<file path="src/rtl/spart_rx.sv">
// SPART receiver: 16x oversampled UART RX with a held byte, rda handshake and sticky error flags.
// Define SPART_RX_MAJORITY_EN to take each bit decision from a 2-of-3 vote over ticks 7, 8 and 9.
`timescale 1ns/1ps
module spart_rx #(
  parameter int unsigned SYNC_STAGES = 2
) (
  input  logic        clk,
  input  logic        rst,
  input  logic        rxd,
  input  logic [15:0] brg_div,
  input  logic        rd_ack,
  output logic [7:0]  rx_data,
  output logic        rda,
  output logic        framing_err,
  output logic        overrun
);

  typedef enum logic [1:0] {IDLE, START, DATA, STOP} state_t;

`ifdef SPART_RX_MAJORITY_EN
  localparam logic [3:0] START_LAST = 4'd8;
`else
  localparam logic [3:0] START_LAST = 4'd7;
`endif
  localparam logic [3:0] BIT_LAST = 4'd15;

  state_t                 state_q, state_d;
  logic [SYNC_STAGES-1:0] sync_q;
  logic [SYNC_STAGES-1:0] valid_q;
  logic                   rxs;
  logic                   rxs_hi_q;
  logic [15:0]            brg_cnt_q, brg_cnt_d;
  logic                   tick;
  logic [3:0]             tick_cnt_q, tick_cnt_d;
  logic [2:0]             bit_idx_q, bit_idx_d;
  logic [7:0]             shift_q, shift_d;
  logic [3:0]             bit_last;
  logic                   fire;
  logic                   sample;
  logic                   done_ok, done_bad, load;
  logic [7:0]             rx_data_d;
  logic                   rda_d, framing_err_d, overrun_d;

  assign rxs      = sync_q[SYNC_STAGES-1];
  assign tick     = (brg_cnt_q == 16'd0);
  assign bit_last = (state_q == START) ? START_LAST : BIT_LAST;
  assign fire     = tick && (tick_cnt_q == bit_last);

  // Synchronizer; rxs_hi_q only arms once the chain holds real line samples, so a
  // line held low through reset never looks like a start edge.
  always_ff @(posedge clk or posedge rst) begin
    if (rst) begin
      sync_q   <= '1;
      valid_q  <= '0;
      rxs_hi_q <= 1'b0;
    end else begin
      sync_q   <= {sync_q[SYNC_STAGES-2:0], rxd};
      valid_q  <= {valid_q[SYNC_STAGES-2:0], 1'b1};
      rxs_hi_q <= valid_q[SYNC_STAGES-1] & rxs;
    end
  end

`ifdef SPART_RX_MAJORITY_EN
  logic maj_a_q, maj_b_q;

  // Captures the two samples preceding the decision tick.
  always_ff @(posedge clk or posedge rst) begin
    if (rst) begin
      maj_a_q <= 1'b1;
      maj_b_q <= 1'b1;
    end else if (tick) begin
      if (tick_cnt_q == bit_last - 4'd2) maj_a_q <= rxs;
      if (tick_cnt_q == bit_last - 4'd1) maj_b_q <= rxs;
    end
  end

  assign sample = (maj_a_q & maj_b_q) | (maj_a_q & rxs) | (maj_b_q & rxs);
`else
  assign sample = rxs;
`endif

  always_ff @(posedge clk or posedge rst) begin
    if (rst) begin
      state_q     <= IDLE;
      brg_cnt_q   <= 16'd0;
      tick_cnt_q  <= 4'd0;
      bit_idx_q   <= 3'd0;
      shift_q     <= 8'h00;
      rx_data     <= 8'h00;
      rda         <= 1'b0;
      framing_err <= 1'b0;
      overrun     <= 1'b0;
    end else begin
      state_q     <= state_d;
      brg_cnt_q   <= brg_cnt_d;
      tick_cnt_q  <= tick_cnt_d;
      bit_idx_q   <= bit_idx_d;
      shift_q     <= shift_d;
      rx_data     <= rx_data_d;
      rda         <= rda_d;
      framing_err <= framing_err_d;
      overrun     <= overrun_d;
    end
  end

  always_comb begin
    state_d    = state_q;
    brg_cnt_d  = tick ? brg_div : brg_cnt_q - 16'd1;
    tick_cnt_d = tick_cnt_q;
    bit_idx_d  = bit_idx_q;
    shift_d    = shift_q;
    done_ok    = 1'b0;
    done_bad   = 1'b0;

    case (state_q)
      IDLE: begin
        tick_cnt_d = 4'd0;
        bit_idx_d  = 3'd0;
        if (rxs_hi_q && !rxs) begin
          state_d   = START;
          brg_cnt_d = brg_div;
        end
      end
      START: begin
        if (tick) begin
          tick_cnt_d = tick_cnt_q + 4'd1;
          if (fire) begin
            tick_cnt_d = 4'd0;
            state_d    = sample ? IDLE : DATA;
          end
        end
      end
      DATA: begin
        if (tick) begin
          tick_cnt_d = tick_cnt_q + 4'd1;
          if (fire) begin
            shift_d   = {sample, shift_q[7:1]};
            bit_idx_d = bit_idx_q + 3'd1;
            if (bit_idx_q == 3'd7) state_d = STOP;
          end
        end
      end
      STOP: begin
        if (tick) begin
          tick_cnt_d = tick_cnt_q + 4'd1;
          if (fire) begin
            state_d  = IDLE;
            done_ok  = sample;
            done_bad = !sample;
          end
        end
      end
      default: state_d = IDLE;
    endcase

    // An ack in the completion cycle frees the holding slot for the new byte.
    load          = done_ok && (!rda || rd_ack);
    rx_data_d     = load ? shift_q : rx_data;
    rda_d         = load || (rda && !rd_ack);
    overrun_d     = (done_ok && rda && !rd_ack) || (overrun && !rd_ack);
    framing_err_d = done_bad || (framing_err && !rd_ack);
  end

endmodule

</file>
<file path="config.mk">
export PLATFORM = sky130hd
export DESIGN_NAME = spart_rx
export DESIGN_NICKNAME = d
export VERILOG_FILES = /design/src/rtl/spart_rx.sv
export SDC_FILE = /design/constraint.sdc
export NUM_CORES = 1
export LEC_CHECK = 0
export ABC_AREA = 1
export CAP_MARGIN = 10
export CORE_ASPECT_RATIO = 0.75
export CORE_MARGIN = 3
export CORE_UTILIZATION = 43
export CTS_CLUSTER_DIAMETER = 30
export DETAILED_ROUTE_END_ITERATION = 12
export MAX_ROUTING_LAYER = met4
export PLACE_DENSITY = 0.75
export SLEW_MARGIN = 30
export SYNTH_ARGS = -nofsm -noshare
export SYNTH_HDL_FRONTEND = slang
export SYNTH_SLANG_ARGS = --single-unit
</file>
<file path="constraint.sdc">
create_clock -name clk -period 4.2 [get_ports clk]
set_input_delay 0.42 -clock clk [delete_from_list [all_inputs] [get_ports clk]]
set_output_delay 0.42 -clock clk [all_outputs]
set_load 0.005 [all_outputs]
</file>
==> load_flow_metrics.sql, run 1 <==
INSERT INTO impl_metrics (metric_group, metric, value, unit) VALUES
('run_status', 'status', 'finished clean', ''),
('timing', 'final-max-slew-violation-count', '0', ''),
('critical_path', 'crit_path_start_kind', 'flop', ''),
('global_routing', 'grt_first_pass_wirelength', '8.14', 'mm'),
('yosys', 'ys_dominant_reg_cell', 'sky130_fd_sc_hd__dfrtp_1', ''),
('timing', 'final_setup_violation_count', '0', ''),
('global_routing', 'first_global_vias', '1813', ''),
('yosys', 'synth-warning-count', '0', ''),
('clock_tree', 'numCtsBuffers', '5', ''),
('timing', 'timing.setup.tns', '0', 'ps'),
('clock_tree', 'cts_sinks', '49', ''),
('detailed_routing', 'iter_0_drt_violations', '126', ''),
('yosys', 'synth_top_cell_area_share', '47.5', '%'),
('critical_path', 'worst-path-buf-inv', '3', ''),
('yosys', 'synthMostInstantiatedCell', 'sky130_fd_sc_hd__nand2_1', ''),
('job', 'drv.max_cap_violation_count', '0', ''),
('die', 'die_area', '6710', 'µm²'),
('pwr', 'max-vdd-ir-drop', '182', 'µV'),
('detailed_routing', 'route.vias.total', '1944', ''),
('die', 'initial_utilization', '45.3', '%'),
('timing', 'timing.final.crit_share', '44.2', '%'),
('critical_path', 'r2r_end', 'brg_cnt_q[14]$_DFF_PP0_', ''),
('clock_tree', 'worst_skew_pair.late_latency', '300', 'ps'),
('critical_path', 'worst-r2r-setup-slack', '2340', 'ps'),
('timing', 'final.min_clock_period', '1860', 'ps'),
('die', 'io_pins', '31', ''),
('critical_path', 'cpLargestDelayFamily', 'simple AND/OR/NAND/NOR gates', ''),
('detailed_routing', 'dr.pass1.iters', '4', ''),
('yosys', 'netlist.top_cell.by_area', 'sky130_fd_sc_hd__dfrtp_1', ''),
('clock_tree', 'clk_root_buf', 'sky130_fd_sc_hd__clkbuf_8', ''),
('die', 'core-area', '5470', 'µm²'),
('die', 'fp.dieH', '71.7', 'µm'),
('yosys', 'post_synthesis_sequential_element_count', '49', ''),
('clock_tree', 'cts_hold_repair.buffers', '0', ''),
('detailed_routing', 'drt-vias-per-instance', '4.71', ''),
('finish', 'final_layout_size_suffix_gt1_share', '8.88', '%'),
('yosys', 'synth.area.top_cells', 'sky130_fd_sc_hd__dfrtp_1 47%, sky130_fd_sc_hd__nand2_1 12%, sky130_fd_sc_hd__inv_1 6.7%, sky130_fd_sc_hd__nor2_1 5.2%, sky130_fd_sc_hd__xor2_1 3.5%', ''),
('hold_path', 'timing.hold.worst_endpoint', 'valid_q[1]$_DFF_PP0_', ''),
('critical_path', 'crit_type', 'reg -> reg', ''),
('critical_path', 'worst-path-max-fanout', '18', ''),
('yosys', 'synth_sequential_area_ratio', '49.6', '%'),
('timing', 'clock_skew', '6.13', 'ps'),
('critical_path', 'worst_r2r_path_depth', '11', ''),
('timing', 'timing_hold_violations_final', '0', ''),
('die', 'placement_rows', '23', ''),
('detailed_routing', 'postRouteWirelength', '4.74', 'mm'),
('clock_tree', 'worst_setup_hold_path_clk_slew', '90', 'ps'),
('yosys', 'synth_enable_flop_cells', '0', ''),
('pwr', 'powerDensity', '488', 'nW/µm²'),
('clock_tree', 'post_cts_resize_count', '0', ''),
('place', 'routabilityCongestion', '0.914', ''),
('critical_path', 'critical_path.endpoint_type', 'flop', ''),
('global_routing', 'grt_start_max_net_pins', '50', ''),
('pwr', 'total_leakage_power', '1.37', 'nW'),
('place', 'port-buffer-count', '30', ''),
('clock_tree', 'tritoncts', 'done', ''),
('hold_path', 'timing.hold.worst.class', 'reg -> reg', ''),
('clock_tree', 'htree_num_levels', '2', ''),
('place', 'detailedPlacementHpwl', '3.54', 'mm'),
('clock_tree', 'max-clock-path-buffers', '2', ''),
('hold_path', 'hp-start', 'valid_q[0]$_DFF_PP0_', ''),
('timing', 'max_clock_freq', '0.539', 'GHz'),
('critical_path', 'cp.required', '4380', 'ps'),
('finish', 'filler_cell_count_in_the_final_layout', '513', ''),
('finish', 'areaGrowthSynthToFinish', '19.0', '%'),
('die', 'chipWidth', '93.6', 'µm'),
('critical_path', 'worst_ep_arrival_time', '2040', 'ps'),
('detailed_routing', 'wire_per_inst', '11.5', 'µm'),
('critical_path', 'worstPathCellList', 'inv_1, ha_1, inv_1, nor2_1, nand2_1, nor2_2, nand2_1, nand2_2, inv_2, nor2_1, a31oi_2', ''),
('critical_path', 'cp_slowest_cell', 'sky130_fd_sc_hd__dfrtp_1', ''),
('global_routing', 'antenna_found_initial', '0', '');
==> report_power, final <==
group / switching [mW] / internal, mW
clock: 0.158 / 0.194
sequential: 0.0990 / 0.567
combinational: 0.261 / 0.159
==> registers in the layout (all words and copies together), names as in the netlist, 2 cells and up, named ones only <==
| name | count |
|---|---|
| tick_cnt_q | 4 |
| bit_idx_q | 3 |
| sync_q | 2 |
| shift_q | 8 |
| rx_data | 8 |
| valid_q | 2 |
| brg_cnt_q | 16 |
==> layer usage <==
layer / global-route usage, % / wire length [µm] / up-vias
li1: - / - / 1009
met1: 22.4 / 2470 / 898
met2: 22.7 / 2030 / 33
met3: 3.25 / 175 / 4
met4: 5.29 / 64 / 0
met5: - / 0 / -
==> worst register-to-register path, stage by stage (launching register included) <==
cell	delay [ps]
sky130_fd_sc_hd__dfrtp_1	380
sky130_fd_sc_hd__inv_1	100
sky130_fd_sc_hd__ha_1	150
sky130_fd_sc_hd__inv_1	50
sky130_fd_sc_hd__nor2_1	70
sky130_fd_sc_hd__nand2_1	70
sky130_fd_sc_hd__nor2_2	120
sky130_fd_sc_hd__nand2_1	130
sky130_fd_sc_hd__nand2_2	290
sky130_fd_sc_hd__inv_2	190
sky130_fd_sc_hd__nor2_1	150
sky130_fd_sc_hd__a31oi_2	40
==> how the worst max path moves through the flow <==
stage | startpoint | end | slack, ps | depth (start not counted)
after floorplan | rst | async pin | 2610 | 1
after global placement | brg_cnt_q[0]$_DFF_PP0_ | brg_cnt_q[14]$_DFF_PP0_ | 2430 | 11
final | brg_cnt_q[0]$_DFF_PP0_ | brg_cnt_q[14]$_DFF_PP0_ | 2340 | 11
after CTS | brg_cnt_q[0]$_DFF_PP0_ | brg_cnt_q[14]$_DFF_PP0_ | 2350 | 11
after detailed placement | brg_cnt_q[0]$_DFF_PP0_ | brg_cnt_q[14]$_DFF_PP0_ | 2370 | 11
after global routing | brg_cnt_q[1]$_DFF_PP0_ | brg_cnt_q[10]$_DFF_PP0_ | 2090 | 11
==> final cells by class <==
class | instances | share of cell area (%)
inverters | 48 | 6.20
clock buffers | 6 | 2.80
repair buffers | 30 | 10.2
well taps | 75 | 3.18
multi-input cells | 203 | 34.6
clock inverters | 2 | 1.27
flip-flops and latches | 49 | 41.7
==> placed cells by master (no fill, tap or decap), drive strengths merged, types with 2 or more instances in the layout <==
cell           synthesis  layout
nand2                 85      85
inv                   48      48
dfrtp                 47      47
nor2                  35      35
clkdlybuf4s50          0      30
o21ai                 29      29
nand3                 16      16
xor2                  10      10
a21oi                  9       9
clkbuf                 0       6
ha                     5       5
nor3                   4       4
a31oi                  3       3
nand4                  2       2
dfstp                  2       2
==> stage by stage <==
step | total power, mW | util, % | instances | hold slack [ps] | setup slack [ps]
after detailed placement | 1.09 | 51.7 | 405 | 337 | 2370
after global routing | 1.55 | 53.9 | 413 | 371 | 2090
after global placement | 1.07 | 51.6 | 405 | 332 | 2430
after CTS | 1.45 | 53.9 | 413 | 358 | 2350
final | 1.44 | 53.9 | 413 | 354 | 2340
after floorplan | 0.984 | - | 305 | 331 | 2610
==> kinds of logic after synthesis <==
logic type	Yosys count	share of synthesized area [%]
and+or+nand+nor	143	24.2
other	1	0.151
DFF	49	49.6
xor gates and xnor gates	11	3.89
AOI/OAI and AO/OA	43	10.5
buffers and inverters	53	9.15
adders and majority gates	5	2.53
(Power assumes the default switching activity.)
==> run 2: changes to the inputs <==
- PLACE_DENSITY: 0.75 -> 0.78
- clock period: 4.2 -> 1.7 ns (I/O delays scaled with it)
==> run 2 against run 1 <==
First-iteration DRC count is 35% higher; the flow now finishes with violations (setup timing); critical path depth stayed put; clock skew is 3.7 ps higher; critical path type unchanged; design area is 5.4% higher; sequential power is 150% higher; final cell count is 1.9% higher; register-to-register slack worse by 2300 ps; sequential share of layout area is 2.1 points lower; die area stayed put; largest cell class unchanged.
==> load_flow_metrics.sql, run 2 (synthesis results as in run 1) <==
INSERT INTO impl_metrics (metric_group, metric, value, unit) VALUES
('global_routing', 'grt_overflow', '0', ''),
('finish', 'ff_latch_area', '1230', 'µm²'),
('timing', 'timing_hold_violations_final', '0', ''),
('timing', 'timing.final.crit_share', '100', '%'),
('die', 'chipWidth', '93.6', 'µm'),
('finish', 'reg.largest.list', 'brg_cnt_q (16), rx_data (8), shift_q (8)', ''),
('timing', 'max_clock_freq', '0.587', 'GHz'),
('detailed_routing', 'drt-vias-per-instance', '4.76', ''),
('clock_tree', 'numCtsBuffers', '5', ''),
('die', 'placement_rows', '23', ''),
('die', 'fp.dieH', '71.7', 'µm'),
('timing', 'setup_ws', '-3.04', 'ps'),
('die', 'die_area', '6710', 'µm²'),
('finish', 'layout_commonest_cell', 'sky130_fd_sc_hd__nand2_1', ''),
('global_routing', 'antenna_found_initial', '0', ''),
('place', 'numPlacedInstances', '411', ''),
('critical_path', 'crit_type', 'reg -> reg', ''),
('finish', 'layoutNonFillerInstCount', '421', ''),
('timing', 'clock_skew', '9.81', 'ps'),
('clock_tree', 'htree_num_levels', '2', ''),
('detailed_routing', 'postRouteWirelength', '5.17', 'mm'),
('critical_path', 'worst-path-max-fanout', '8', ''),
('run_status', 'status', 'finished, violations left', ''),
('clock_tree', 'tritoncts', 'done', ''),
('timing', 'final_setup_violation_count', '1', ''),
('place', 'routabilityCongestion', '0.877', ''),
('finish', 'filler_cell_count_in_the_final_layout', '471', ''),
('detailed_routing', 'wire_per_inst', '12.3', 'µm'),
('critical_path', 'cp.required', '1900', 'ps'),
('finish', 'areaGrowthSynthToFinish', '25.5', '%'),
('finish', 'multi_input_area', '1110', 'µm²'),
('timing', 'slew_headroom', '63.9', '%'),
('timing', 'worst_slew_pin_slew', '540', 'ps'),
('clock_tree', 'worst_setup_hold_path_clk_slew', '100', 'ps'),
('timing', 'final-max-slew-violation-count', '0', ''),
('finish', 'largest_reg_flops', '16', ''),
('timing', 'rsz0062_at_grt', 'yes', ''),
('timing', 'final.min_clock_period', '1700', 'ps'),
('pwr', 'total_leakage_power', '1.43', 'nW'),
('critical_path', 'worst_ep_arrival_time', '1900', 'ps'),
('die', 'core-area', '5470', 'µm²'),
('detailed_routing', 'dr.pass1.iters', '4', ''),
('critical_path', 'crit_path_start_kind', 'flop', ''),
('finish', 'antenna_cells_inserted', '0', ''),
('die', 'io_pins', '31', ''),
('clock_tree', 'worst_skew_pair.late_latency', '310', 'ps'),
('detailed_routing', 'iter_0_drt_violations', '170', ''),
('global_routing', 'grt_first_pass_wirelength', '8.65', 'mm'),
('detailed_routing', 'drc', '0', ''),
('hold_path', 'timing.hold.worst.class', 'in -> async', ''),
('finish', 'layout_common_cells', '77 x sky130_fd_sc_hd__nand2_1, 46 x sky130_fd_sc_hd__dfrtp_1, 40 x sky130_fd_sc_hd__inv_1, 32 x sky130_fd_sc_hd__nor2_1, 30 x sky130_fd_sc_hd__clkdlybuf4s50_1', ''),
('place', 'port-buffer-count', '30', ''),
('global_routing', 'globalRouteTotalUtil', '16.8', '%'),
('clock_tree', 'clk_root_buf', 'sky130_fd_sc_hd__clkbuf_8', ''),
('global_routing', 'grt_start_max_net_pins', '50', ''),
('clock_tree', 'max-clock-path-buffers', '2', ''),
('run_status', 'failed_checks', 'setup timing', ''),
('finish', 'largest_register_by_flop_count', 'brg_cnt_q', ''),
('global_routing', 'first_global_vias', '1886', ''),
('pwr', 'max-vdd-ir-drop', '627', 'µV'),
('place', 'detailedPlacementHpwl', '3.53', 'mm'),
('clock_tree', 'cts_sinks', '49', ''),
('clock_tree', 'cts_hold_repair.buffers', '0', ''),
('detailed_routing', 'postRouteAntennaNets', '0', ''),
('die', 'initial_utilization', '45.3', '%'),
('place', 'pre_cts_slack', '5.23', 'ps'),
('critical_path', 'critical_path.endpoint_type', 'flop', ''),
('job', 'drv.max_cap_violation_count', '0', ''),
('finish', 'nNetsFinal', '370', ''),
('finish', 'final_layout_size_suffix_gt1_share', '15.6', '%'),
('pwr', 'powerDensity', '1190', 'nW/µm²'),
('detailed_routing', 'route.vias.total', '2005', '');
run 2: changes by cell type in the layout (fill, tap and decap cells not counted), moves of 3 or more:
cell                      before  now
sky130_fd_sc_hd__a21oi_1       9    6
sky130_fd_sc_hd__inv_2         4    7
sky130_fd_sc_hd__inv_1        43   40
sky130_fd_sc_hd__nand2_1      82   77
sky130_fd_sc_hd__nand2_4       0    3
sky130_fd_sc_hd__buf_4         0    4
run 2: cell type report:
type,count,area share [%]
clock buffer,6,2.66
clock inverter,2,1.21
inverter,48,5.88
multi-input combinational,204,35.6
sequential,49,39.6
tap,75,3.02
timing repair buffer,37,12.0
run 2: worst paths after layout:
path	start	end	slack (ps)	cells after the start
setup / recovery	brg_cnt_q[0]$_DFF_PP0_	rx_data[0]$_DFFE_PP0P_	-3	11
hold / removal	rst	shift_q[2]$_DFFE_PP0P_	210	3
setup reg to reg	brg_cnt_q[0]$_DFF_PP0_	rx_data[0]$_DFFE_PP0P_	-3	11
hold reg to reg	valid_q[0]$_DFF_PP0_	valid_q[1]$_DFF_PP0_	350	0
max in group asynchronous	rst	sync_q[0]$_DFF_PP1_	1220	3
min in group clk	rxd	sync_q[0]$_DFF_PP1_	260	1
run 2: timing repair:
action | CTS | global route
endpoints found under the hold margin | 0 | 0
buffers inserted | 0 | 1
setup endpoints to repair | 3 | 37
pin swaps | 0 | 5
cloned | 1 | 0
resized for setup | 2 | 25
run 2: power by group:
part           internal (mW)  total (mW)  switching [mW]
clock network          0.479       0.884           0.405
logic                  0.460        1.17           0.709
registers               1.40        1.65           0.246
total                   2.34        3.70            1.36
run 2: through the flow:
step	hold slack (ps)	area (µm²)	setup TNS (ps)	utilization, %	power [mW]
finish	205	3110	-3.04	56.8	3.70
global route	236	3110	-2280	56.8	3.96
CTS	215	3020	0	55.3	3.60
detailed placement	335	2880	0	52.7	2.71
global placement	332	2880	0	52.7	2.67
floorplan	174	2480	0	-	2.43
run 2: routing by layer:
metal | vias to the layer above | wire [µm] | global-route usage, %
met5 | - | 0 | -
met4 | 0 | 93 | 6.09
met3 | 9 | 249 | 3.36
met2 | 50 | 2230 | 24.1
met1 | 918 | 2600 | 23.8
li1 | 1028 | - | -
run 2: critical path, cell delays in order (launching register included):
cell and delay (ps):
sky130_fd_sc_hd__dfrtp_1 390, sky130_fd_sc_hd__inv_2 90, sky130_fd_sc_hd__ha_4 130, sky130_fd_sc_hd__inv_2 30
sky130_fd_sc_hd__nor2_1 80, sky130_fd_sc_hd__nand2_1 70, sky130_fd_sc_hd__nor2_2 170, sky130_fd_sc_hd__nand4_1 150
sky130_fd_sc_hd__inv_2 160, sky130_fd_sc_hd__nand3_4 150, sky130_fd_sc_hd__nand2_1 130, sky130_fd_sc_hd__o21ai_2 50
==> run 3: changes to the inputs <==
- SKIP_LAST_GASP: not set -> 1
==> run 3 against run 2 <==
Critical path type unchanged; register-to-register slack is essentially flat; combinational power about the same; worst hold slack better by 0.61 ps; design area unchanged; first-iteration DRC count decreased by 5.9%; largest power group unchanged; clock-buffer cell count did not move; critical path depth unchanged; sequential power about the same; the flow still finishes with violations (setup timing); total power about the same; via count grew 0.50%; global-route usage unchanged; clock power is essentially flat.
==> load_flow_metrics.sql, run 3 (synthesis results as in run 1) <==
INSERT INTO impl_metrics (metric_group, metric, value, unit) VALUES
('global_routing', 'antenna_found_initial', '0', ''),
('timing', 'rsz0062_at_grt', 'yes', ''),
('die', 'chipWidth', '93.6', 'µm'),
('clock_tree', 'cts_sinks', '49', ''),
('timing', 'final.min_clock_period', '1710', 'ps'),
('detailed_routing', 'detailroute.wirelength.met3', '262', 'µm'),
('place', 'detailedPlacementHpwl', '3.53', 'mm'),
('finish', 'layout.cell_area.non_filler', '3110', 'µm²'),
('run_status', 'failed_checks', 'setup timing', ''),
('timing', 'setup_ws', '-11.5', 'ps'),
('detailed_routing', 'met2RoutedLength', '2.22', 'mm'),
('pwr', 'max-vdd-ir-drop', '628', 'µV'),
('critical_path', 'worst-path-max-fanout', '8', ''),
('critical_path', 'cpLargestDelayFamily', 'simple AND/OR/NAND/NOR gates', ''),
('critical_path', 'worst-path-buf-inv', '3', ''),
('critical_path', 'r2r_end', 'rx_data[0]$_DFFE_PP0P_', ''),
('global_routing', 'first_global_vias', '1886', ''),
('timing', 'timing.final.crit_share', '101', '%'),
('critical_path', 'worst_ep_arrival_time', '1910', 'ps'),
('critical_path', 'worst_r2r_path_depth', '11', ''),
('finish', 'areaGrowthSynthToFinish', '25.5', '%'),
('place', 'port-buffer-count', '30', ''),
('clock_tree', 'htree_num_levels', '2', ''),
('clock_tree', 'clk_root_buf', 'sky130_fd_sc_hd__clkbuf_8', ''),
('timing', 'hold_slack', '206', 'ps'),
('finish', 'final_layout_size_suffix_gt1_share', '15.6', '%'),
('hold_path', 'timing.hold.worst.class', 'in -> async', ''),
('critical_path', 'critical_path.endpoint_type', 'flop', ''),
('place', 'pre_cts_slack', '5.23', 'ps'),
('run_status', 'status', 'finished, violations left', ''),
('critical_path', 'cp.required', '1900', 'ps'),
('die', 'initial_utilization', '45.3', '%'),
('detailed_routing', 'postRouteWirelength', '5.16', 'mm'),
('job', 'drv.max_cap_violation_count', '0', ''),
('die', 'placement_rows', '23', ''),
('clock_tree', 'worst_setup_hold_path_clk_slew', '100', 'ps'),
('critical_path', 'timing.rr.start', 'brg_cnt_q[0]$_DFF_PP0_', ''),
('critical_path', 'worstPathCellList', 'inv_2, ha_4, inv_2, nor2_1, nand2_1, nor2_2, nand4_1, inv_2, nand3_4, nand2_1, o21ai_2', ''),
('clock_tree', 'max-clock-path-buffers', '2', ''),
('timing', 'worst_slew_pin_slew', '540', 'ps'),
('place', 'routabilityCongestion', '0.877', ''),
('clock_tree', 'worst_skew_pair.late_latency', '310', 'ps'),
('timing', 'timing_hold_violations_final', '0', ''),
('global_routing', 'globalRouteTotalUtil', '16.8', '%'),
('detailed_routing', 'drc', '0', ''),
('pwr', 'total_leakage_power', '1.43', 'nW'),
('finish', 'reg.largest.list', 'brg_cnt_q (16), rx_data (8), shift_q (8)', ''),
('finish', 'layout_common_cells', '77 x sky130_fd_sc_hd__nand2_1, 46 x sky130_fd_sc_hd__dfrtp_1, 40 x sky130_fd_sc_hd__inv_1, 32 x sky130_fd_sc_hd__nor2_1, 30 x sky130_fd_sc_hd__clkdlybuf4s50_1', ''),
('die', 'fp.dieH', '71.7', 'µm'),
('finish', 'largest_reg_flops', '16', ''),
('place', 'numPlacedInstances', '411', ''),
('critical_path', 'crit_type', 'reg -> reg', ''),
('timing', 'clock_skew', '9.73', 'ps'),
('finish', 'layoutNonFillerInstCount', '421', ''),
('finish', 'layout_commonest_cell', 'sky130_fd_sc_hd__nand2_1', ''),
('finish', 'antenna_cells_inserted', '0', ''),
('global_routing', 'grt_overflow', '0', ''),
('timing', 'max_clock_freq', '0.584', 'GHz'),
('critical_path', 'crit_path_start_kind', 'flop', ''),
('detailed_routing', 'wire_per_inst', '12.3', 'µm'),
('pwr', 'fin_total_pwr', '3.70', 'mW'),
('die', 'core-area', '5470', 'µm²'),
('die', 'io_pins', '31', ''),
('clock_tree', 'tritoncts', 'done', ''),
('critical_path', 'critical_path.most_common_cell', 'sky130_fd_sc_hd__inv_2', ''),
('timing', 'slew_headroom', '63.9', '%'),
('timing', 'final-max-slew-violation-count', '0', ''),
('critical_path', 'cp_slowest_cell', 'sky130_fd_sc_hd__dfrtp_1', ''),
('detailed_routing', 'route.top_layer_used', 'met4', ''),
('critical_path', 'cp_slowest_stage_delay', '390', 'ps'),
('detailed_routing', 'postRouteAntennaNets', '0', ''),
('place', 'placedInstanceArea', '2880', 'µm²'),
('finish', 'largest_register_by_flop_count', 'brg_cnt_q', ''),
('finish', 'fin_util', '56.8', '%'),
('timing', 'final_setup_violation_count', '4', ''),
('timing', 'timing.setup.tns', '-19.0', 'ps'),
('detailed_routing', 'met1Wirelength', '2.58', 'mm'),
('detailed_routing', 'iter_0_drt_violations', '160', ''),
('global_routing', 'grt_first_pass_wirelength', '8.65', 'mm'),
('clock_tree', 'cts_hold_repair.buffers', '0', ''),
('detailed_routing', 'route.vias.total', '2015', ''),
('critical_path', 'cp.depth', '11', ''),
('finish', 'nNetsFinal', '370', ''),
('detailed_routing', 'drt-vias-per-instance', '4.79', ''),
('die', 'die_area', '6710', 'µm²'),
('pwr', 'powerDensity', '1190', 'nW/µm²'),
('critical_path', 'worst-r2r-setup-slack', '-10', 'ps'),
('detailed_routing', 'dr.pass1.iters', '4', ''),
('global_routing', 'grt_start_max_net_pins', '50', ''),
('clock_tree', 'numCtsBuffers', '5', '');
## run 3: cell counts in the layout (fill, tap and decap cells not counted)
No cell type changed its count.
## run 3: how the worst max path moves through the flow
| stage | start | endpoint | slack [ps] |
|---|---|---|---|
| after floorplan | brg_cnt_q[0]$_DFF_PP0_ | rx_data[0]$_DFFE_PP0P_ | 140 |
| after CTS | brg_cnt_q[0]$_DFF_PP0_ | tick_cnt_q[1]$_DFFE_PP0P_ | 20 |
| after detailed placement | brg_cnt_q[0]$_DFF_PP0_ | rx_data[4]$_DFFE_PP0P_ | 5 |
| final | brg_cnt_q[0]$_DFF_PP0_ | rx_data[0]$_DFFE_PP0P_ | -10 |
| after global routing | brg_cnt_q[0]$_DFF_PP0_ | rx_data[1]$_DFFE_PP0P_ | -140 |
| after global placement | brg_cnt_q[0]$_DFF_PP0_ | rx_data[0]$_DFFE_PP0P_ | 70 |
## run 3: routing by layer
metal / vias up / track usage [%]
li1: 1028 / -
met1: 926 / 23.8
met2: 52 / 24.1
met3: 9 / 3.36
met4: 0 / 6.09
met5: - / -
## run 3: worst reg2reg max path: stages, from the launching register on
cell and delay, ps:
sky130_fd_sc_hd__dfrtp_1 390, sky130_fd_sc_hd__inv_2 90, sky130_fd_sc_hd__ha_4 130, sky130_fd_sc_hd__inv_2 30, sky130_fd_sc_hd__nor2_1 80, sky130_fd_sc_hd__nand2_1 70, sky130_fd_sc_hd__nor2_2 180, sky130_fd_sc_hd__nand4_1 150
sky130_fd_sc_hd__inv_2 160, sky130_fd_sc_hd__nand3_4 140, sky130_fd_sc_hd__nand2_1 130, sky130_fd_sc_hd__o21ai_2 50
## run 3: where the power goes
| group | internal, mW | total [mW] | switching [mW] |
|---|---|---|---|
| combinational | 0.460 | 1.17 | 0.709 |
| sequential | 1.40 | 1.65 | 0.244 |
| clock | 0.479 | 0.883 | 0.404 |
## run 3: cell type report
| cell class | instances | area, µm² |
|---|---|---|
| multi-input cells | 204 | 1110 |
| inverters | 48 | 183 |
| flip-flops and latches | 49 | 1230 |
| repair buffers | 37 | 373 |
| clock inverters | 2 | 37.5 |
| fillers | 471 | 2360 |
| clock buffers | 6 | 82.6 |
| well taps | 75 | 93.8 |
## run 3: repair_timing
item                                    CTS  global route
cloned                                    1             0
buffers inserted                          0             1
endpoints found under the setup margin    3            37
resized for setup                         2            25
pin swaps                                 0             4
==> RTL edit 1, RTL diff (config.mk and constraints of run 3) <==
Register the output `framing_err` once more, without a reset; this adds one clock of latency there. The other outputs are not delayed to match.
--- a/src/rtl/spart_rx.sv
+++ b/src/rtl/spart_rx.sv
@@ -23,6 +23,8 @@
   localparam logic [3:0] START_LAST = 4'd7;
 `endif
   localparam logic [3:0] BIT_LAST = 4'd15;
+
+  logic framing_err_s0;
 
   state_t                 state_q, state_d;
   logic [SYNC_STAGES-1:0] sync_q;
@@ -88,7 +90,7 @@
       shift_q     <= 8'h00;
       rx_data     <= 8'h00;
       rda         <= 1'b0;
-      framing_err <= 1'b0;
+      framing_err_s0 <= 1'b0;
       overrun     <= 1'b0;
     end else begin
       state_q     <= state_d;
@@ -98,7 +100,7 @@
       shift_q     <= shift_d;
       rx_data     <= rx_data_d;
       rda         <= rda_d;
-      framing_err <= framing_err_d;
+      framing_err_s0 <= framing_err_d;
       overrun     <= overrun_d;
     end
   end
@@ -158,7 +160,11 @@
     rx_data_d     = load ? shift_q : rx_data;
     rda_d         = load || (rda && !rd_ack);
     overrun_d     = (done_ok && rda && !rd_ack) || (overrun && !rd_ack);
-    framing_err_d = done_bad || (framing_err && !rd_ack);
+    framing_err_d = done_bad || (framing_err_s0 && !rd_ack);
+  end
+
+  always_ff @(posedge clk) begin
+    framing_err <= framing_err_s0;
   end
 
 endmodule
Behaviour: no difference found for any inputs over 10 cycles, from zero or initial values and one cycle with rst high; that may be too few to reach the edited logic, so the function may still have changed.
==> RTL edit 1 against run 3 <==
Synthesized cell count increased by 0.33%; total power increased by 2.6%; combinational power increased by 7%; worst setup slack improved by 0.013 ns; hold slack got worse by 0.071 ns; sequential cell count increased by 1; final area increased by 1.5%; routed wire length increased by 0.99%; synthesized area increased by 0.81%; critical endpoint is now rx_data[7]$_DFFE_PP0P_.
==> RTL edit 1: results (changes against run 3) <==
number of global-route vias before repair: 1881 (-0.27%)
share of cell area taken by flip-flops and latches: 0.396 (about the same)
part of the Yosys area used for sequential elements: 0.500 (+0.00404)
post-synthesis instance total: 306 (+0.33%)
status: completed
final antenna diode count: 0 (unchanged)
Worst slew margin: 0.621 (-0.0182)
skew final: 0.00884 ns (-0.000889 ns)
Seq cells post-synth: 50 (+2.0%)
largest cells by area after synthesis: sky130_fd_sc_hd__dfrtp_1, sky130_fd_sc_hd__nand2_1, sky130_fd_sc_hd__inv_1
number of different library cells in the post-synthesis netlist: 30 (+3.4%)
total routing usage reported by global routing: 0.163 (-0.00515)
wire length of the first global-routing pass: 8.46 mm (-2.2%)
combined area of all synthesized cells: 2500 sq um (+0.81%)
setup slack after placement: -0.0389 ns (-0.0441 ns)
largest net degree at the start of global routing: 27 (-46%)
number of clock buffers in the layout: 5 (-1)
area of the multi-input gates: 1110 sq um (+0.45%)
Data buffer area share: 0.128 (+0.00771)
peak supply drop: 0.000615 V (-2.1%)
vias post-DR: 2037 (+1.1%)
DRC marker count from the first detailed-route iteration: 186 (+16%)
count of input and output buffers: 30 (unchanged)
layout multi-input combinational cell count: 204 (unchanged)
ratio of cells with drive above 1 in the final layout: 0.177 (+0.0206)
# fillers: 464 (-1.5%)
PwrDens: 1200 nW/um^2 (+1.1%)
via-per-instance ratio: 4.78 (about the same)
syn_nets: 331 (+0.30%)
Area after DPL: 2910 sq um (+0.96%)
nets: 375 (+1.4%)
Routability Congestion: 0.888 (+1.3%)
# placed instances: 413 (+0.49%)
final wirelength: 5.22 mm (+0.99%)
half-perimeter wire length of the detailed placement result: 3.65 mm (+3.4%)
non-clock buffer instance count of the final layout: 41 (+11%)
internal power: 2.38 mW (+1.5%)
leakage power: 1.46 nW (+1.5%)
share of final layout cell area taken by clock buffers and inverters: 0.0357 (-0.00296)
Async SR Flop Fraction: 0.980 (-0.0200)
DRC errors left: 0 (unchanged)
-- RTL edit 1: cell types whose count changed after synthesis --
cell	before	now
sky130_fd_sc_hd__dfxtp_1	0	1
-- RTL edit 1: what timing repair did --
action                     4_1_cts  5_1_grt
hold buffers                     0        0
setup buffers                    0        4
gates resized for setup          1       29
gates cloned                     1        0
setup endpoints to repair        8       43
pin swaps                        0        7
-- RTL edit 1: kinds of logic after synthesis --
kind of cell    Yosys count  share of synthesized area
fa+ha+maj                 5                     0.0251
compound gates           43                      0.104
other cells               1                    0.00150
flops                    50                      0.500
buf+inv                  53                     0.0907
xor+xnor                 11                     0.0386
simple gates            143                      0.240
-- RTL edit 1: final timing paths --
check | startpoint | endpoint | slack, ns | depth (start not counted)
worst max-delay path | brg_cnt_q[1]$_DFF_PP0_ | rx_data[7]$_DFFE_PP0P_ | 0.001 | 11
worst min register to register | sync_q[0]$_DFF_PP1_ | sync_q[1]$_DFF_PP1_ | 0.36 | 0
min in group clk | rxd | sync_q[0]$_DFF_PP1_ | 0.25 | 1
worst max register to register | brg_cnt_q[1]$_DFF_PP0_ | rx_data[7]$_DFFE_PP0P_ | 0.001 | 11
worst min-delay path | rst | valid_q[1]$_DFF_PP0_ | 0.13 | 2
max in group asynchronous | rst | state_q[0]$_DFFE_PP0P_ | 1.09 | 3
-- RTL edit 1: metal layers --
layer / wire [um] / GRT usage / part of all wire
met4: 79 / 0.0529 / 0.015
met1: 2560 / 0.235 / 0.49
met5: 0 / - / 0
met2: 2380 / 0.232 / 0.46
met3: 195 / 0.0321 / 0.037
-- RTL edit 1: critical path, stage by stage, from the launching register on --
cell and delay (ns):
sky130_fd_sc_hd__dfrtp_1 0.40, sky130_fd_sc_hd__inv_2 0.08, sky130_fd_sc_hd__ha_4 0.13, sky130_fd_sc_hd__inv_2 0.04, sky130_fd_sc_hd__nor2_4 0.10, sky130_fd_sc_hd__nand2_2 0.07, sky130_fd_sc_hd__nor2_4 0.14, sky130_fd_sc_hd__nand4_1 0.15
sky130_fd_sc_hd__inv_2 0.16, sky130_fd_sc_hd__nand3_4 0.14, sky130_fd_sc_hd__nand2_1 0.13, sky130_fd_sc_hd__o21ai_2 0.06
-- RTL edit 1: power groups by stage --
stage,logic (mW),clock network [mW],registers (mW)
2_1_floorplan,0.853,0,1.60
3_3_place_gp,1.03,0,1.66
3_5_place_dp,1.07,0,1.67
4_1_cts,1.08,0.874,1.65
5_1_grt,1.41,0.913,1.71
6_report,1.25,0.864,1.68
==> RTL edit 2, RTL diff (settings of run 3) <==
Made on the original files. Set the parameter `SYNC_STAGES` to 4 (it was 2).
--- a/src/rtl/spart_rx.sv
+++ b/src/rtl/spart_rx.sv
@@ -2,7 +2,7 @@
 // Define SPART_RX_MAJORITY_EN to take each bit decision from a 2-of-3 vote over ticks 7, 8 and 9.
 `timescale 1ns/1ps
 module spart_rx #(
-  parameter int unsigned SYNC_STAGES = 2
+  parameter int unsigned SYNC_STAGES = 4
 ) (
   input  logic        clk,
   input  logic        rst,
Function: same outputs for any inputs over 10 cycles, from zero or initial values and one cycle with rst high; that may be too few to reach the edited logic, so the function may still have changed.
==> RTL edit 2 against run 3 <==
Synthesized area increased by 6.8%; routed wire length is 5.9% higher; die area rose by 6.3%; final area up 7.9%; sequential cell count rose by 4; hold slack lost 0.026 ns; worst setup slack improved by 0.099 ns; total power increased by 5.4%; global-route usage shrank 0.98 points; largest power group unchanged.
==> RTL edit 2: results (changes against run 3) <==
Routability Congestion: 0.833 (-5.0%)
post-synthesis instance total: 308 (+0.98%)
via-per-instance ratio: 5.02 (+4.9%)
Net Sw Frac: 0.373 (+0.00623)
final antenna diode count: 0 (unchanged)
cell count of the worst reg-to-reg path: 9 (-2)
Worst-path clk slew: 0.09 ns
clock latency at the later pin of the worst-skew pair: 0.30 ns
total of warnings raised by yosys: 0 (unchanged)
peak supply drop: 0.000550 V (-12%)
Main synth FF type: sky130_fd_sc_hd__dfrtp_1
number of global-route vias before repair: 1947 (+3.2%)
# fillers: 524 (+11%)
combinational fraction of design power: 0.333 (+0.017)
part of the Yosys area used for sequential elements: 0.503 (+0.00710)
ratio of cells with drive above 1 in the final layout: 0.194 (+0.0378)
leakage power: 1.53 nW (+6.7%)
Async SR Flop Fraction: 1.00 (unchanged)
largest net degree at the start of global routing: 29 (-42%)
# placed instances: 419 (+1.9%)
Worst Path Max Fanout: 7 (-1)
count of input and output buffers: 30 (unchanged)
largest cells by area after synthesis: sky130_fd_sc_hd__dfrtp_1, sky130_fd_sc_hd__nand2_1, sky130_fd_sc_hd__nor2_1
ranking of synthesized cells by instance count: sky130_fd_sc_hd__nand2_1, sky130_fd_sc_hd__dfrtp_1, sky130_fd_sc_hd__nor2_1
number of different library cells in the post-synthesis netlist: 33 (+14%)
ANT nets after route: 0 (unchanged)
nets: 380 (+2.7%)
status: completed
number of search-and-repair iterations in the first detailed-routing pass: 4 (unchanged)
wire length of the first global-routing pass: 8.58 mm (-0.88%)
DRC marker count from the first detailed-route iteration: 149 (-6.9%)
vias post-DR: 2179 (+8.1%)
maximum number of buffers from clock root to sink: 2 (unchanged)
initial antenna violation count: 0 (unchanged)
sequential group share of total power: 0.455 (+0.010)
total routing usage reported by global routing: 0.158 (-0.00980)
Inserted Clock Buffers: 5 (unchanged)
Min-Delay Path Class: in -> async
half-perimeter wire length of the detailed placement result: 3.73 mm (+5.5%)
largest registers ranked by flip-flop count: brg_cnt_q x16, rx_data x8, shift_q x8
CP Data Arrival Time: 1.80 ns (-0.11 ns)
skew final: 0.00956 ns (-0.000164 ns)
Root Buffer Master: sky130_fd_sc_hd__clkbuf_8
syn_nets: 333 (+0.91%)
# H-tree levels: 2 (unchanged)
final wirelength: 5.47 mm (+5.9%)
RTL edit 2: routing by layer:
| metal | part of all wire | global-route usage | routed length [um] | vias up |
|---|---|---|---|---|
| li1 | - | - | - | 1083 |
| met1 | 0.47 | 0.220 | 2550 | 1029 |
| met2 | 0.47 | 0.238 | 2590 | 65 |
| met3 | 0.055 | 0.0389 | 303 | 2 |
| met4 | 0.0042 | 0.0311 | 23 | 0 |
| met5 | 0 | - | 0 | - |
RTL edit 2: kinds of logic after synthesis:
logic type | Yosys count | share of synthesized area
flops | 53 | 0.503
compound gates | 30 | 0.0724
simple gates | 168 | 0.296
buf+inv | 38 | 0.0601
fa+ha+maj | 5 | 0.0237
xor+xnor | 13 | 0.0430
other cells | 1 | 0.00142
RTL edit 2: final cells by class:
type	instances	area, sq um	area share
clock buffer	6	72.6	0.0216
inverter	33	129	0.0384
timing repair inverter	2	12.5	0.00373
sequential	53	1330	0.397
multi-input combinational	218	1250	0.374
clock inverter	2	35.0	0.0105
tap	78	97.6	0.0291
timing repair buffer	42	419	0.125
RTL edit 2: stage by stage:
step                cell area (sq um)  worst slack [ns]  total power, mW
finish                           3350            0.0877             3.90
global route                     3350           -0.0384             4.16
CTS                              3190           0.00793             3.71
detailed placement               3080            0.0230             2.87
global placement                 3080            0.0703             2.83
floorplan                        2650             0.180             2.55
RTL edit 2: critical path, stage by stage (launching register included):
cell and delay, ns:
sky130_fd_sc_hd__dfrtp_1 0.40, sky130_fd_sc_hd__inv_2 0.09, sky130_fd_sc_hd__ha_2 0.20, sky130_fd_sc_hd__nand3_1 0.10, sky130_fd_sc_hd__nor2_2 0.14, sky130_fd_sc_hd__nand2_4 0.11, sky130_fd_sc_hd__o21ai_4 0.15, sky130_fd_sc_hd__clkinv_4 0.15
sky130_fd_sc_hd__nand3_1 0.12, sky130_fd_sc_hd__nand2_1 0.05
RTL edit 2: what timing repair did:
action	CTS	global route
endpoints found under the setup margin	0	42
resized for setup	0	31
buffers inserted	0	4
hold buffers	0	0
RTL edit 2: final timing paths:
path | startpoint | end | slack, ns
worst min-delay path | rst | brg_cnt_q[6]$_DFF_PP0_ | 0.18
min in group clk | rxd | sync_q[0]$_DFF_PP1_ | 0.27
worst max-delay path | brg_cnt_q[0]$_DFF_PP0_ | brg_cnt_q[15]$_DFF_PP0_ | 0.09
worst max register to register | brg_cnt_q[0]$_DFF_PP0_ | brg_cnt_q[15]$_DFF_PP0_ | 0.09
max in group asynchronous | rst | tick_cnt_q[1]$_DFFE_PP0P_ | 1.03
worst min register to register | valid_q[0]$_DFF_PP0_ | valid_q[1]$_DFF_PP0_ | 0.35
